===== config.mk =====
export PLATFORM = sky130hd
export DESIGN_NAME = arbl2dr_rr
export DESIGN_NICKNAME = d
export VERILOG_FILES = /design/src/rtl/arbl2dr_rr_pkg.sv /design/src/rtl/arb_skid2.sv /design/src/rtl/arbl2dr_rr.sv
export SDC_FILE = /design/constraint.sdc
export NUM_CORES = 1
export LEC_CHECK = 0
export BUFFER_PORTS_ARGS = -buffer_cell sky130_fd_sc_hd__buf_2
export CORE_MARGIN = 4
export CORE_UTILIZATION = 58
export DETAILED_ROUTE_END_ITERATION = 10
export GPL_TIMING_DRIVEN = 0
export HOLD_SLACK_MARGIN = 0.12
export PLACE_DENSITY = 0.95
export SYNTH_ARGS = -nofsm -noshare
export SYNTH_HDL_FRONTEND = slang
export SYNTH_HIERARCHICAL = 1
export SYNTH_SLANG_ARGS = --single-unit

===== constraint.sdc =====
create_clock -name clk -period 13.69 [get_ports clk]
set_input_delay 1.369 -clock clk [delete_from_list [all_inputs] [get_ports clk]]
set_output_delay 1.369 -clock clk [all_outputs]
set_load 0.01 [all_outputs]

===== src/rtl/arbl2dr_rr_pkg.sv =====
// Beat formats exchanged between the L2 data caches and the directory, plus the
// default position of the port index inside nid.
package arbl2dr_rr_pkg;

   localparam int unsigned ARB_NID_LSB = 3;

   typedef struct packed {
      logic [4:0]  nid;
      logic [31:0] paddr;
      logic [2:0]  cmd;
   } I_l2todr_req_type;

   typedef struct packed {
      logic [4:0]  nid;
      logic [5:0]  l2id;
      logic [31:0] data;
   } I_drtol2_snack_type;

endpackage


===== src/rtl/arb_skid2.sv =====
// Two-entry valid/retry FIFO. Retry comes straight from the registered count so
// no combinational path links the downstream retry to the upstream retry.
module arb_skid2 #(
   parameter int unsigned Size = 8
) (
   input  logic            clk,
   input  logic            reset,
   input  logic            in_valid,
   output logic            in_retry,
   input  logic [Size-1:0] in_data,
   output logic            out_valid,
   input  logic            out_retry,
   output logic [Size-1:0] out_data
);

   logic [Size-1:0] mem_q [2];
   logic            wr_ptr_q;
   logic            rd_ptr_q;
   logic [1:0]      count_q;
   logic            push;
   logic            pop;

   assign in_retry  = count_q[1];
   assign out_valid = (count_q != 2'd0);
   assign out_data  = mem_q[rd_ptr_q];
   assign push      = in_valid && !in_retry;
   assign pop       = out_valid && !out_retry;

   always_ff @(posedge clk) begin
      if (reset) begin
         wr_ptr_q <= 1'b0;
         rd_ptr_q <= 1'b0;
         count_q  <= 2'd0;
      end else begin
         if (push) begin
            mem_q[wr_ptr_q] <= in_data;
            wr_ptr_q        <= !wr_ptr_q;
         end
         if (pop) begin
            rd_ptr_q <= !rd_ptr_q;
         end
         if (push && !pop) begin
            count_q <= count_q + 2'd1;
         end else if (pop && !push) begin
            count_q <= count_q - 2'd1;
         end
      end
   end

endmodule


===== src/rtl/arbl2dr_rr.sv =====
// Round-robin merge of per-core L2 requests toward the directory (source port
// stamped into nid) and nid-decoded fan-out of directory snacks back to the L2s.
module arbl2dr_rr
   import arbl2dr_rr_pkg::*;
#(
   parameter int unsigned NPORTS    = 4,
   parameter int unsigned PORT_BITS = 2,
   parameter int unsigned NID_LSB   = ARB_NID_LSB
) (
   input  logic               clk,
   input  logic               reset,
   input  logic [NPORTS-1:0]  l2todr_req_in_valid,
   output logic [NPORTS-1:0]  l2todr_req_in_retry,
   input  I_l2todr_req_type   l2todr_req_in [NPORTS],
   output logic               l2todr_req_valid,
   input  logic               l2todr_req_retry,
   output I_l2todr_req_type   l2todr_req,
   input  logic               drtol2_snack_valid,
   output logic               drtol2_snack_retry,
   input  I_drtol2_snack_type drtol2_snack,
   output logic [NPORTS-1:0]  drtol2_snack_out_valid,
   input  logic [NPORTS-1:0]  drtol2_snack_out_retry,
   output I_drtol2_snack_type drtol2_snack_out [NPORTS],
   output logic               err_badnid
);

   localparam int unsigned NSLOTS = 1 << PORT_BITS;
   localparam int unsigned REQ_W  = $bits(I_l2todr_req_type);
   localparam int unsigned SNK_W  = $bits(I_drtol2_snack_type);

   // Request path
   logic [NSLOTS-1:0]    req_valid_ext;
   I_l2todr_req_type     req_ext [NSLOTS];
   logic [PORT_BITS-1:0] last_q;
   logic [PORT_BITS-1:0] grant_idx;
   logic [PORT_BITS-1:0] cand;
   logic                 grant_any;
   logic                 req_full;
   logic                 req_push;
   I_l2todr_req_type     req_stamped;

   always_comb begin
      req_valid_ext = '0;
      for (int p = 0; p < NSLOTS; p++) begin
         req_ext[p] = '0;
      end
      for (int p = 0; p < NPORTS; p++) begin
         req_valid_ext[p] = l2todr_req_in_valid[p];
         req_ext[p]       = l2todr_req_in[p];
      end

      // First valid port after the last winner, wrapping modulo NPORTS.
      grant_any = 1'b0;
      grant_idx = '0;
      cand      = '0;
      for (int unsigned i = 1; i <= NPORTS; i++) begin
         cand = PORT_BITS'((32'(last_q) + i) % NPORTS);
         if (!grant_any && req_valid_ext[cand]) begin
            grant_any = 1'b1;
            grant_idx = cand;
         end
      end

      req_stamped = req_ext[grant_idx];
      req_stamped.nid[NID_LSB +: PORT_BITS] = grant_idx;
      req_push = grant_any && !req_full;

      l2todr_req_in_retry = '0;
      for (int p = 0; p < NPORTS; p++) begin
         l2todr_req_in_retry[p] = l2todr_req_in_valid[p] &&
                                  (req_full || (PORT_BITS'(p) != grant_idx));
      end
   end

   always_ff @(posedge clk) begin
      if (reset) begin
         last_q <= PORT_BITS'(NPORTS - 1);
      end else if (req_push) begin
         last_q <= grant_idx;
      end
   end

   arb_skid2 #(
      .Size (REQ_W)
   ) u_req_skid (
      .clk       (clk),
      .reset     (reset),
      .in_valid  (req_push),
      .in_retry  (req_full),
      .in_data   (req_stamped),
      .out_valid (l2todr_req_valid),
      .out_retry (l2todr_req_retry),
      .out_data  (l2todr_req)
   );

   // Snack path
   logic [PORT_BITS-1:0] snk_idx;
   logic                 snk_bad;
   logic [NSLOTS-1:0]    snk_full_ext;
   logic [NPORTS-1:0]    snk_full;
   logic [NPORTS-1:0]    snk_push;
   logic                 err_badnid_q;

   assign snk_idx = drtol2_snack.nid[NID_LSB +: PORT_BITS];

   always_comb begin
      snk_bad      = (32'(snk_idx) >= NPORTS);
      snk_full_ext = '0;
      snk_push     = '0;
      for (int p = 0; p < NPORTS; p++) begin
         snk_full_ext[p] = snk_full[p];
         snk_push[p]     = drtol2_snack_valid && !snk_bad && (snk_idx == PORT_BITS'(p));
      end
      // Out-of-range snacks are swallowed so they cannot wedge the directory.
      drtol2_snack_retry = !snk_bad && snk_full_ext[snk_idx];
   end

   always_ff @(posedge clk) begin
      if (reset) begin
         err_badnid_q <= 1'b0;
      end else if (drtol2_snack_valid && snk_bad) begin
         err_badnid_q <= 1'b1;
      end
   end

   assign err_badnid = err_badnid_q;

   for (genvar p = 0; p < NPORTS; p++) begin : g_snk
      arb_skid2 #(
         .Size (SNK_W)
      ) u_snk_skid (
         .clk       (clk),
         .reset     (reset),
         .in_valid  (snk_push[p]),
         .in_retry  (snk_full[p]),
         .in_data   (drtol2_snack),
         .out_valid (drtol2_snack_out_valid[p]),
         .out_retry (drtol2_snack_out_retry[p]),
         .out_data  (drtol2_snack_out[p])
      );
   end

endmodule


# After elaboration in Yosys (flattened, before gate mapping)
# Memories as Yosys holds them, arrays and structs flattened. A register that Yosys moved wholly into a read port is not among the register bits.
# Cells that the tools add are included.
[classes] n_reduce_logical=81 add_sub_neg=14 n_bitwise=1 eq_ne=6 order_cmp=6 n_mux=56
[ops] op="$bmux W40 S2" count=1
[ops] op="$mux W38" count=2
[ops] op="$mux W1" count=34
[ops] op="$logic_not A1 Y1" count=33
[ops] op="$logic_and A1 B1 Y1" count=32
[ops] op="$mux W2" count=14
[ops] op="$reduce_bool A2 Y1" count=11
[ops] op="$lt A2 B3 Y1 const B" count=5
[ops] op="$add A2 B1 Y2 const B" count=7
[ops] op="$bmux W1 S2" count=5
[ops] op="$sub A2 B1 Y2 const B" count=5
[ops] op="$add A2 B2 Y2 const B" count=2
[ops] op="$eq A2 B2 Y1 const B" count=2
[ops] op="$logic_or A1 B1 Y1" count=4
[ops] op="$ne A2 B2 Y1 const A" count=2
[ops] op="$ge A3 B3 Y1 const B" count=1
[ops] op="$not A2 Y3" count=1
[ops] op="$eq A2 B1 Y1 const B" count=1
[ops] op="$logic_not A2 Y1" count=1
[ops] op="$ne A1 B2 Y1 const A" count=1
[word_totals] wordCells=185 inputBits=215 n_memories=5 ff_bits=22 mem_bits_rw=424
[mem_list] name="g_snk[0].u_snk_skid.mem_q" depth=2 width=43 rd=1 rd_clocked_by_memory_dff=1 write_ports=1 line_no="arb_skid2.sv:16" text="logic [Size-1:0] mem_q [2];"
[mem_list] name="g_snk[1].u_snk_skid.mem_q" depth=2 width=43 rd=1 rd_clocked_by_memory_dff=1 write_ports=1 line_no="arb_skid2.sv:16"
[mem_list] name="g_snk[2].u_snk_skid.mem_q" depth=2 width=43 rd=1 rd_clocked_by_memory_dff=1 write_ports=1 line_no="arb_skid2.sv:16"
[mem_list] name="g_snk[3].u_snk_skid.mem_q" depth=2 width=43 rd=1 rd_clocked_by_memory_dff=1 write_ports=1 line_no="arb_skid2.sv:16"
[mem_list] name="u_req_skid.mem_q" depth=2 width=40 rd=1 rd_clocked_by_memory_dff=1 write_ports=1 line_no="arb_skid2.sv:16"

# Depth between registers and ports, before layout
# Gate-level depths: netlist of run 1.
[logic_depth] depth_word=19 depth_mapped=8 mapped_depth_nobuf=8

# By module
# Netlist of run 1, hierarchy kept.
[by_module_without_submodules] module="arb_skid2 at g_snk[0].u_snk_skid ..." instances=4 seq_area_each_um2=2682.6 cells_each=156 area_per_inst_um2=3316.9
[by_module_without_submodules] module="arb_skid2 at u_req_skid" instances=1 seq_area_each_um2=2502.4 cells_each=146 area_per_inst_um2=3088.0
[by_module_without_submodules] module="arbl2dr_rr" instances=1 seq_area_each_um2=40.0 cells_each=287 area_per_inst_um2=2053.2

# Worst setup path before layout of run 1
# Ideal clock, no wire load.
[synth_timing] path_kind="input to register" startpoint="input port drtol2_snack[42] in the netlist's numbering" endpoint="memory g_snk[1].u_snk_skid/mem_q[0][0] in the netlist's numbering (enable)" setup_time_ns=0.505 path_buffers=0 arrival_time_ns=4.999 required_time_ns=13.184 cell_stages=3 path_slack_ns=8.186 path_cell_list="and3b_1 nor2b_1 nor3b_1"
[synth_via] elab_chain_len=6
[synth_lines] element="start, declared" line_no="arbl2dr_rr.sv:20" text="input I_drtol2_snack_type drtol2_snack,"
[synth_lines] element="$eq A2 B1 Y1" line_no="arbl2dr_rr.sv:112" text="snk_push[p] = drtol2_snack_valid && !snk_bad && (snk_idx == PORT_BITS'(p));"
[synth_lines] element="$logic_and A1 B1 Y1" line_no="arbl2dr_rr.sv:112"
[synth_lines] element="$logic_and A1 B1 Y1" line_no="arb_skid2.sv:26" text="assign push = in_valid && !in_retry;"
[synth_lines] element="named net g_snk[1].u_snk_skid.push" line_no="arb_skid2.sv:20" text="logic push;"
[synth_lines] element="$mux W1" line_no="arb_skid2.sv:35" text="if (push) begin"
[synth_lines] element="$mux W1" line_no="arb_skid2.sv:30" text="if (reset) begin"
[synth_lines] element="$mux W1 (implied by the code)" line_no="arb_skid2.sv:36" text="mem_q[wr_ptr_q] <= in_data;"
[synth_lines] element="end, declared" line_no="arb_skid2.sv:16"
# The timed path passes the listed nets, and every way through them passes these cells.

# Final worst setup path of run 1
[layout_timing] startpoint="input port l2todr_req_in_valid[3]" endpoint="output port l2todr_req_in_retry[3]"
[layout_via] elab_chain_len=15
[layout_lines] element="start, declared" line_no="arbl2dr_rr.sv:12" text="input logic [NPORTS-1:0] l2todr_req_in_valid,"
[layout_lines] element="$bmux W1 S2" line_no="arbl2dr_rr.sv:58" text="if (!grant_any && req_valid_ext[cand]) begin"
[layout_lines] element="$mux W1 (implied by the code)" line_no="arbl2dr_rr.sv:58"
[layout_lines] element="$mux W1" line_no="arbl2dr_rr.sv:58"
[layout_lines] element="$logic_not A1 Y1" line_no="arbl2dr_rr.sv:58"
[layout_lines] element="$logic_and A1 B1 Y1" line_no="arbl2dr_rr.sv:58"
[layout_lines] element="$mux W1" line_no="arbl2dr_rr.sv:58"
[layout_lines] element="$logic_not A1 Y1" line_no="arbl2dr_rr.sv:58"
[layout_lines] element="$logic_and A1 B1 Y1" line_no="arbl2dr_rr.sv:58"
[layout_lines] element="$mux W1" line_no="arbl2dr_rr.sv:58"
[layout_lines] element="$logic_not A1 Y1" line_no="arbl2dr_rr.sv:58"
[layout_lines] element="$logic_and A1 B1 Y1" line_no="arbl2dr_rr.sv:58"
[layout_lines] element="$mux W2 *" line_no="arbl2dr_rr.sv:58"
[layout_lines] element="named net grant_idx[0]" line_no="arbl2dr_rr.sv:35" text="logic [PORT_BITS-1:0] grant_idx;"
[layout_lines] element="$ne A2 B2 Y1 *" line_no="arbl2dr_rr.sv:71" text="(req_full || (PORT_BITS'(p) != grant_idx));"
[layout_lines] element="$logic_or A1 B1 Y1 *" line_no="arbl2dr_rr.sv:71"
[layout_lines] element="$logic_and A1 B1 Y1 *" line_no="arbl2dr_rr.sv:70" text="l2todr_req_in_retry[p] = l2todr_req_in_valid[p] &&"
[layout_lines] element="end, declared" line_no="arbl2dr_rr.sv:13" text="output logic [NPORTS-1:0] l2todr_req_in_retry,"
# Mark *: on every way through the listed nets, which the timed path passes. The rest lies on a longest branch. The select of a mux whose other input is x is not followed.

==> key figures, run 1 <==
Pwr
  – Seq pwr share: 42.4%
  – Worst vdd ir: 91.97 uV
  – Leak: 8.430 nW
  – Switch share: 30.32%
  – Clock power share: 28.6%
  – Combinational group share of total power: 29.1%
  – NetSw: 1.218 mW
  – Power per cell area: 176.1 mW/mm^2
  – Pint: 2.800 mW

Floorplanning
  – Io pins: 438
  – FP Rows: 64
  – Die area: 0.03465 mm^2
  – Starting density of the core: 59.56%
  – Die Ht: 186.2 um
  – Die Width: 186.2 um
  – Core footprint: 0.03091 mm^2

Timing
  – RSZ-0062 raised after global routing: no
  – Clock period minus worst slack: 4443 ps
  – Max Slew Vio Count: 0
  – Maximum clock rate: 225.1 MHz
  – Layout Skew: 12.70 ps
  – Hold slack: 504.0 ps
  – Final period utilization: 32.45%
  – TNS Setup: 0 ps
  – Slew headroom: 25.40%
  – Worst Tran Pin Value: 1114 ps
  – # setup viols final: 0
  – Final hold violations: 0

Clocking
  – Clock buffer depth: 3
  – Clk sinks: 451
  – Num CTS Buffers: 44
  – Reg clk slew, reported paths: 60 ps
  – Clk root buf: clkbuf_16
  – Cts-stage hold buffer count: 0
  – Worst-Skew Late Latency: 540 ps
  – H-Tree Level Count: 2
  – CTS tree: built
  – Post-CTS Setup Bufs: 0
  – Post-cts sizing count: 0

Route
  – Drt pass-1 iters: 5
  – Avg WL per Cell: 27.35 um
  – DRT antenna net count: 0
  – Initial DRC Count: 1545
  – Routed WL: 54730 um
  – DRC Markers: 0
  – DR vias/cell: 6.278
  – Via total after detailed routing: 12560

Synth
  – Main combinational cell family by area after synthesis: multiplexers
  – Simple-Gate Fraction of Synth Area: 1.896%
  – Dominant cell type by area after synthesis: edfxtp_1
  – Mapped Area: 0.01841 mm^2
  – Synthesized area per cell: 17.42 um^2
  – Synth Area in Adders: 0.3398%
  – Asr flop ratio synth: 0%
  – Post-synthesis compound-gate area fraction: 9.305%
  – Count leader, synth: edfxtp_1
  – Top cells by area, synth: edfxtp_1 69%, mux2_2 13%, a41oi_1 3.6%
  – Synth Flop Type: edfxtp_1
  – Synth warnings: 6
  – Post-synth top cells: 424 x edfxtp_1, 212 x mux2_2, 76 x a41oi_1, 76 x o31ai_1, 38 x a22oi_1
  – Post-Syn Instances: 1057
  – Synth cell types: 39
  – Post-synthesis net count: 1277
  – Post-synthesis mux area share: 13.09%
  – Number of synthesized flops with an enable pin: 424
  – Post-synth top area share: 69.16%
  – Post-Synth XOR/XNOR Area: 0.9515%
  – Flops & latches, synth: 451
  – Sequential cell area fraction in the yosys report: 72.10%

Placed design
  – IO Port Bufs: 428
  – Placed insts: 1907
  – Gpl congestion: 1.042
  – Post-detail-place hpwl: 37850 um

Critical path
  – Crit-path cells: buf_2, nor2b_1, o21a_1, nor3_1, inv_1, a21boi_0, buf_2
  – Startpoint Class: primary input
  – R2R Setup Slk: 11020 ps
  – CP delay by family, top: compound AO/OA/AOI/OAI gates
  – Most frequent CP cell: buf_2
  – Crit path capture type: primary output
  – CP max FO: 7
  – CP Class: in -> out
  – Crit path DAT: 3070 ps
  – CP max stage delay: 430 ps
  – Crit-path slowest cell: nor3_1
  – Worst endpoint required time: 12320 ps
  – Crit path buf inv count: 3

Cells and area
  – Share of layout cells above drive strength 1: 49.56%
  – Area growth syn-to-layout: 23.95%
  – Non-Filler Instances: 2001
  – Fin nets: 1777
  – # fillers: 1781

GRT
  – All-layer global routing usage: 30.16%
  – First-pass GRT wire length: 78120 um
  – Initial antenna violation count: 16
  – Vias in the first global route: 12780
  – Gr ovfl total: 0
  – Largest net degree at the start of global routing: 38

Job
  – Max Cap Viol: 0

Worst hold path
  – HP Class: reg -> reg

Run status
  – Status: complete, no violations
[path summary, 6_finish.rpt]
kind                                                   start                      endpoint  cells after the start
worst min-delay path            g_snk[0].u_snk_skid/rd_ptr_q  g_snk[0].u_snk_skid/rd_ptr_q                      2
worst min register to register  g_snk[0].u_snk_skid/rd_ptr_q  g_snk[0].u_snk_skid/rd_ptr_q                      2
worst max register to register         u_req_skid/count_q[1]       u_req_skid/mem_q[0][32]                      6
worst max-delay path                  l2todr_req_in_valid[3]        l2todr_req_in_retry[3]                      7
[worst register-to-register path, cell delays in order, from the launching register on]
cell	delay [ps]
dfxtp_1	410
a21o_1	240
inv_1	50
nor2b_1	260
nor3b_2	950
buf_6	280
buf_6	190
[metal layers]
metal	global-route usage [%]	vias up	routed length (um)
met1	34.54	6097	17950
li1	-	5335	-
met4	15.04	4	2932
met5	0	-	34
met3	8.304	176	6179
met2	52.33	951	27640
[registers in the layout, indices dropped and copies added, names as in the netlist, named ones only]
name                       flops
g_snk.u_snk_skid/count_q       8
g_snk.u_snk_skid/mem_q       344
g_snk.u_snk_skid/rd_ptr_q      4
g_snk.u_snk_skid/wr_ptr_q      4
last_q                         2
u_req_skid/count_q             2
u_req_skid/mem_q              80
u_req_skid/rd_ptr_q            1
u_req_skid/wr_ptr_q            1
[layout by cell type (no fill, tap or decap), types with 3 or more instances in the layout]
master      Yosys  routed
a21oi_1         6       6
a22oi_1        38      38
a41oi_1        76      76
and3b_2         0       5
buf_12          0       5
buf_2          32     460
buf_4          17      17
buf_6           0      19
clkbuf_1       30      44
clkbuf_16       0      45
clkinv_1        0       9
clkinv_2        0       3
clkinvlp_4      0       3
dfxtp_1        27      27
diode_2         0      15
edfxtp_1      424     424
ha_1            5       5
inv_1           3       3
mux2_2        212     212
nand2b_1        3       3
nor2_1         25      25
nor2b_1         7       7
nor3b_2         0       5
o21ai_0         5       5
o21bai_1        5       5
o31ai_1        76      76
or2_2           5       5
or3_1           5       5
xnor2_1         5       5
xor2_1         15      15
[cell families after synthesis]
logic type / Yosys count
flip-flops: 451
AO/OA/AOI/OAI: 219
multiplexers: 213
buffers and inverters: 85
AND/OR/NAND/NOR: 63
XOR/XNOR: 20
adder cells (fa/ha/maj): 5
other: 1
[power groups by stage]
stage / combinational (mW) / sequential [mW] / clock, mW
floorplan: 0.692 / 1.72 / 0
global placement: 1.09 / 1.73 / 0
detailed placement: 1.14 / 1.73 / 0
CTS: 1.15 / 1.70 / 1.16
global route: 1.23 / 1.71 / 1.22
finish: 1.17 / 1.70 / 1.15
[final cells by class]
cell class	count	area (um^2)	share of cell area, %
Multi-Input combinational cell	521	4745	20.79
Clock inverter	20	180.2	0.7896
Inverter	4	15.01	0.06580
Sequential cell	451	13270	58.17
Timing Repair Buffer	454	2486	10.90
Tap cell	396	495.5	2.171
Clock buffer	59	1179	5.165
Buffer	81	407.9	1.788
Antenna cell	15	37.54	0.1645
[metrics by stage]
step | cell area [um^2] | setup slack (ps) | util, % | power [mW]
6_report | 22820 | 9247 | 73.82 | 4.018
5_1_grt | 22820 | 9151 | 73.81 | 4.164
4_1_cts | 22780 | 9327 | 73.70 | 4.016
3_5_place_dp | 21420 | 9340 | 69.30 | 2.864
3_3_place_gp | 21050 | 4998 | 68.09 | 2.815
2_1_floorplan | 18410 | 8186 | - | 2.410
(Power assumes the default switching activity.)
==> run 2, diff against run 1 <==
--- a/config.mk
+++ b/config.mk
@@ -7,11 +7,11 @@
 export LEC_CHECK = 0
 export BUFFER_PORTS_ARGS = -buffer_cell sky130_fd_sc_hd__buf_2
 export CORE_MARGIN = 4
-export CORE_UTILIZATION = 58
+export CORE_UTILIZATION = 54
 export DETAILED_ROUTE_END_ITERATION = 10
 export GPL_TIMING_DRIVEN = 0
 export HOLD_SLACK_MARGIN = 0.12
-export PLACE_DENSITY = 0.95
+export PLACE_DENSITY = 0.9
 export SYNTH_ARGS = -nofsm -noshare
 export SYNTH_HDL_FRONTEND = slang
 export SYNTH_HIERARCHICAL = 1
==> constraint.sdc (replaced) <==
create_clock -name clk -period 4.3 [get_ports clk]
set_input_delay 0.43 -clock clk [delete_from_list [all_inputs] [get_ports clk]]
set_output_delay 0.43 -clock clk [all_outputs]
set_load 0.01 [all_outputs]
==> key figures, run 2 (synthesized netlist as in run 1, its figures left out) <==
Run status
  – Status: complete, no violations

Cells and area
  – Share of layout cells above drive strength 1: 49.56% (about the same)
  – Area growth syn-to-layout: 24.94%
  – Util after Layout: 68.42% (-5.4 points)
  – Fin nets: 1771 (-0.34%)
  – Largest Register: g_snk.u_snk_skid/mem_q
  – Max FFs per register: 344 (unchanged)
  – # fillers: 2214 (+24%)
  – Largest registers: g_snk.u_snk_skid/mem_q (344), u_req_skid/mem_q (80), g_snk.u_snk_skid/count_q (8)
  – Commonest non-fill, non-tap cell in the layout: buf_2
  – Most frequent cells in the layout: 460 x buf_2, 424 x edfxtp_1, 212 x mux2_2

Worst hold path
  – HP Class: in -> reg
  – WHS Endpoint: g_snk[2].u_snk_skid/mem_q[1][31]
  – Hold depth: 1 (-1)
  – Launch point of the worst hold path: drtol2_snack[31]

Route
  – Via total after detailed routing: 12400 (-1.3%)
  – DRT antenna net count: 0 (unchanged)
  – Routed WL: 56120 um (+2.5%)
  – Initial DRC Count: 1187 (-23%)
  – DR vias/cell: 6.075 (-3.2%)
  – DRC Markers: 0 (unchanged)
  – Drt pass-1 iters: 6 (+1)
  – Avg WL per Cell: 27.50 um (+0.53%)

Timing
  – Slew headroom: 39.11% (+14 points)
  – Hold slack: 145.2 ps (-358.8 ps)
  – Layout Skew: 18.48 ps (+5.781 ps)
  – Max Slew Vio Count: 0 (unchanged)
  – Worst Tran Pin Value: 912.4 ps (-201.7 ps)
  – Maximum clock rate: 344.8 MHz
  – Final hold violations: 0 (unchanged)
  – RSZ-0062 raised after global routing: no
  – Clock period minus worst slack: 2900 ps
  – Final period utilization: 67.44%
  – # setup viols final: 0 (unchanged)

Placed design
  – Gpl congestion: 0.9384 (-9.9%)
  – IO Port Bufs: 428 (unchanged)
  – Post-detail-place hpwl: 38810 um (+2.5%)

Critical path
  – Crit-path slowest cell: nor3_1
  – Worst endpoint required time: 3870 ps (-8450 ps)
  – CP Class: reg -> out
  – Crit path DAT: 2470 ps (-600 ps)
  – CP max stage delay: 450 ps (+20 ps)
  – Startpoint Class: flip-flop
  – Crit path capture type: primary output
  – Reg2reg end: u_req_skid/mem_q[1][0]
  – R2R Setup Slk: 1840 ps (-9180 ps)
  – Crit-path cells: nor2b_1, o21a_1, nor3_1, inv_1, a21boi_0, buf_2
  – Worst reg2reg path depth: 6 (unchanged)
  – CP max FO: 5 (-2)
  – Reg2reg start: last_q[0]

Clocking
  – Clk root buf: clkbuf_16
  – Reg clk slew, reported paths: 70 ps (about the same)
  – Worst-Skew Late Latency: 560 ps (+20 ps)
  – Num CTS Buffers: 44 (unchanged)
  – CTS tree: built
  – H-Tree Level Count: 2 (unchanged)
  – Clk sinks: 451 (unchanged)
  – Clock buffer depth: 3 (unchanged)
  – Post-CTS Setup Bufs: 0 (unchanged)

Floorplanning
  – Core footprint: 0.03362 mm^2 (+8.8%)
  – Die Width: 192.6 um (+3.5%)
  – Io pins: 438 (unchanged)
  – FP Rows: 67 (+4.7%)
  – Starting density of the core: 54.76% (-4.8 points)
  – Die Ht: 192.6 um (+3.5%)
  – Die area: 0.03711 mm^2 (+7.1%)

GRT
  – Largest net degree at the start of global routing: 38 (unchanged)
  – First-pass GRT wire length: 80250 um (+2.7%)
  – Initial antenna violation count: 8 (-8)
  – Met1 Use GR: 34.45% (-0.093 points)
  – Vias in the first global route: 12620 (-1.2%)
  – All-layer global routing usage: 29.25% (-0.91 points)
  – Gr ovfl total: 0 (unchanged)
  – GRT busiest layer: met2
  – M2 GR Usage: 51.43% (-0.89 points)
  – GRT met3 Usage: 8.846% (+0.54 points)

Job
  – Max Cap Viol: 0 (unchanged)

Pwr
  – Leak: 8.470 nW (+0.48%)
  – Total power: 12.94 mW (+220%)
  – Power per cell area: 562.4 mW/mm^2 (+220%)
  – Worst vdd ir: 328.4 uV (+260%)
run 2: power by group:
group	switching, mW	total [mW]	internal [mW]
Combinational	2.16	3.76	1.60
Clock	1.62	3.76	2.14
Sequential	0.148	5.41	5.27
Total	3.93	12.9	9.01
run 2: what timing repair did:
action	in CTS	in global routing
hold buffers	1	0
resized for setup	0	0
hold endpoints to repair	1	0
run 2: cell type report:
| class | count | area [um^2] | area share (%) |
|---|---|---|---|
| antenna | 9 | 22.52 | 0.09792 |
| buffer | 81 | 407.9 | 1.773 |
| clock buffer | 54 | 1139 | 4.950 |
| clock inverter | 25 | 257.7 | 1.121 |
| inverter | 4 | 15.01 | 0.06528 |
| multi-input combinational | 521 | 4776 | 20.76 |
| sequential | 451 | 13270 | 57.71 |
| tap | 448 | 560.5 | 2.437 |
| timing repair buffer | 448 | 2550 | 11.09 |
run 2: metal layers:
layer  up-vias  part of all wire, %
li1       5325                    -
met1      6111                   34
met2       832                   51
met3       128                   12
met4         4                  3.3
met5         -                0.032
run 2: worst max-delay path by stage:
stage / to / depth (start not counted) / startpoint
final: l2todr_req_in_retry[3] / 6 / last_q[0]
after CTS: l2todr_req_in_retry[3] / 6 / last_q[0]
after global placement: g_snk[0].u_snk_skid/mem_q[0][11] / 4 / drtol2_snack[42]
after global routing: l2todr_req_in_retry[3] / 6 / last_q[0]
after floorplan: g_snk[1].u_snk_skid/mem_q[0][0] / 3 / drtol2_snack[42]
after detailed placement: g_snk[0].u_snk_skid/mem_q[0][11] / 7 / drtol2_snack[42]
run 2: critical path: cells and delay by family, from the launching register on:
family,cells,cell delay [ps]
flops,1,400
compound gates,2,600
buf+inv,2,390
simple gates,2,530
run 2: through the flow:
stage | instance area, um^2 | setup TNS (ps) | std cells | worst slack [ps]
after floorplan | 18430 | 0 | 1057 | 1264
final | 23000 | 0 | 2041 | 1400
after detailed placement | 21570 | 0 | 1952 | 1520
after global routing | 22990 | 0 | 2037 | 1288
after CTS | 22980 | 0 | 2032 | 1425
after global placement | 21140 | -80460 | 1933 | -520.2
==> run 3, diff against run 2 <==
==> constraint.sdc (replaced) <==
create_clock -name clk -period 2.7 [get_ports clk]
set_input_delay 0.27 -clock clk [delete_from_list [all_inputs] [get_ports clk]]
set_output_delay 0.27 -clock clk [all_outputs]
set_load 0.01 [all_outputs]
==> key figures, run 3 (synthesized netlist as in run 1, its figures left out) <==
Clocking
  – Worst-Skew Late Latency: 570 ps (about the same)
  – Clk sinks: 451 (unchanged)
  – CTS tree: built
  – Clk root buf: clkbuf_16
  – Clock buffer depth: 3 (unchanged)
  – Reg clk slew, reported paths: 60 ps (about the same)
  – H-Tree Level Count: 2 (unchanged)
  – Num CTS Buffers: 45 (+2.3%)

Critical path
  – Worst endpoint required time: 2950 ps (-920 ps)
  – Most frequent CP cell: buf_8
  – Critical path depth: 8 (+2)
  – Crit path capture type: flip-flop
  – Crit path DAT: 2820 ps (+350 ps)
  – CP max FO: 15 (+10)
  – Startpoint Class: primary input
  – Crit-path slowest cell: dlygate4sd3_1
  – Worst reg2reg path depth: 6 (unchanged)
  – Crit-path cells: dlygate4sd3_1, buf_2, nor3b_1, nor2b_1, nor3b_4, buf_8, buf_8, buf_16
  – CP Class: in -> reg
  – CP delay by family, top: buffers and inverters
  – Crit path buf inv count: 5 (+3)
  – CP max stage delay: 540 ps (+90 ps)

Pwr
  – Total power: 20.82 mW (+61%)
  – Leak: 8.682 nW (+2.5%)
  – Power per cell area: 885.5 mW/mm^2 (+57%)
  – Worst vdd ir: 525.4 uV (+60%)

GRT
  – Initial antenna violation count: 11 (+3)
  – Gr ovfl total: 0 (unchanged)
  – Largest net degree at the start of global routing: 38 (unchanged)
  – First-pass GRT wire length: 81170 um (+1.2%)
  – All-layer global routing usage: 29.62% (+0.37 points)
  – Vias in the first global route: 12940 (+2.5%)

Floorplanning
  – Starting density of the core: 54.76% (unchanged)
  – Die area: 0.03711 mm^2 (unchanged)
  – Io pins: 438 (unchanged)
  – FP Rows: 67 (unchanged)
  – Core footprint: 0.03362 mm^2 (unchanged)
  – Die Ht: 192.6 um (unchanged)
  – Die Width: 192.6 um (unchanged)

Cells and area
  – Non-Filler Instances: 2089 (+2.4%)
  – Area growth syn-to-layout: 27.70%
  – Commonest non-fill, non-tap cell in the layout: buf_2
  – Share of layout cells above drive strength 1: 48.35% (-1.2 points)
  – Fin nets: 1821 (+2.8%)
  – Largest Register: g_snk.u_snk_skid/mem_q
  – Max FFs per register: 344 (unchanged)
  – Most frequent cells in the layout: 460 x buf_2, 424 x edfxtp_1, 212 x mux2_2
  – Largest registers: g_snk.u_snk_skid/mem_q (344), u_req_skid/mem_q (80), g_snk.u_snk_skid/count_q (8)
  – Post-route cell area: 0.02351 mm^2 (+2.2%)

Route
  – DR vias/cell: 6.046 (-0.49%)
  – Routed WL: 57140 um (+1.8%)
  – Via total after detailed routing: 12630 (+1.9%)
  – DRC Markers: 0 (unchanged)
  – Drt pass-1 iters: 5 (-1)
  – Initial DRC Count: 1236 (+4.1%)
  – DRT antenna net count: 0 (unchanged)
  – Avg WL per Cell: 27.35 um (-0.52%)

Timing
  – Layout Skew: 32.78 ps (+14.30 ps)
  – Clock period minus worst slack: 2568 ps
  – Hold slack: 147.4 ps (+2.260 ps)
  – RSZ-0062 raised after global routing: no
  – Maximum clock rate: 389.4 MHz
  – Worst Tran Pin Value: 1012 ps (+99.78 ps)
  – Final period utilization: 95.11%
  – # setup viols final: 0 (unchanged)
  – Max Slew Vio Count: 0 (unchanged)
  – Final hold violations: 0 (unchanged)
  – Slew headroom: 32.45% (-6.7 points)

Placed design
  – IO Port Bufs: 428 (unchanged)
  – Placed insts: 1952 (unchanged)
  – Post-DP Area: 0.02156 mm^2 (about the same)
  – Post-detail-place hpwl: 37550 um (-3.2%)
  – Gpl congestion: 0.9457 (+0.78%)

Worst hold path
  – HP Class: in -> reg
  – Hold depth: 3 (+2)

Run status
  – Status: complete, no violations

Job
  – Max Cap Viol: 0 (unchanged)
-- run 3: layout make-up --
cell class / count / area (um^2)
fillers: 2105 / 10110
clock inverters: 26 / 255.2
inverters: 4 / 15.01
well taps: 448 / 560.5
multi-input cells: 521 / 4781
clock buffers: 56 / 1189
diodes: 5 / 12.51
plain buffers: 81 / 407.9
repair buffers: 497 / 3015
flip-flops and latches: 451 / 13270
-- run 3: where the power goes --
| group | internal [mW] | leakage [nW] | switching [mW] | total (mW) |
|---|---|---|---|---|
| sequential | 8.39 | 4.07 | 0.246 | 8.63 |
| combinational | 2.58 | 3.93 | 3.44 | 6.03 |
| clock | 3.53 | 0.687 | 2.63 | 6.16 |
-- run 3: path summary, 6_finish.rpt --
kind                                                   start                               end  slack (ps)
worst max register to register                     last_q[0]           u_req_skid/mem_q[1][25]         210
worst max-delay path                        drtol2_snack[41]  g_snk[0].u_snk_skid/mem_q[0][21]         130
worst min-delay path                        l2todr_req_in[3]            u_req_skid/mem_q[1][3]         150
worst min register to register  g_snk[2].u_snk_skid/rd_ptr_q      g_snk[2].u_snk_skid/rd_ptr_q         510
-- run 3: through the flow --
stage	TNS (ps)	worst slack, ps	utilization (%)
global placement	-296140	-873.6	62.97
CTS	0	86.35	69.77
global route	0	24.80	69.93
finish	0	132.1	69.93
floorplan	0	336.3	-
detailed placement	0	118.1	64.13
-- run 3: timing repair --
action | CTS | global route
hold endpoints to repair | 348 | 0
buffers inserted | 0 | 5
endpoints found under the setup margin | 0 | 12
resized for setup | 0 | 1
hold buffers | 45 | 0
-- run 3: worst register-to-register path: cells and delay by family, from the launching register on --
kind | cells | cell delay (ps)
DFF | 1 | 350
buffers and inverters | 2 | 660
and+or+nand+nor | 1 | 170
AOI/OAI and AO/OA | 3 | 1030
-- run 3: per-layer routing --
layer	wire [um]	vias up	share of wire (%)	global-route usage [%]
li1	-	5420	-	-
met5	67	-	0.12	0
met2	29200	906	51	52.86
met4	2068	12	3.6	10.59
met3	6392	144	11	8.376
met1	19420	6148	34	34.09
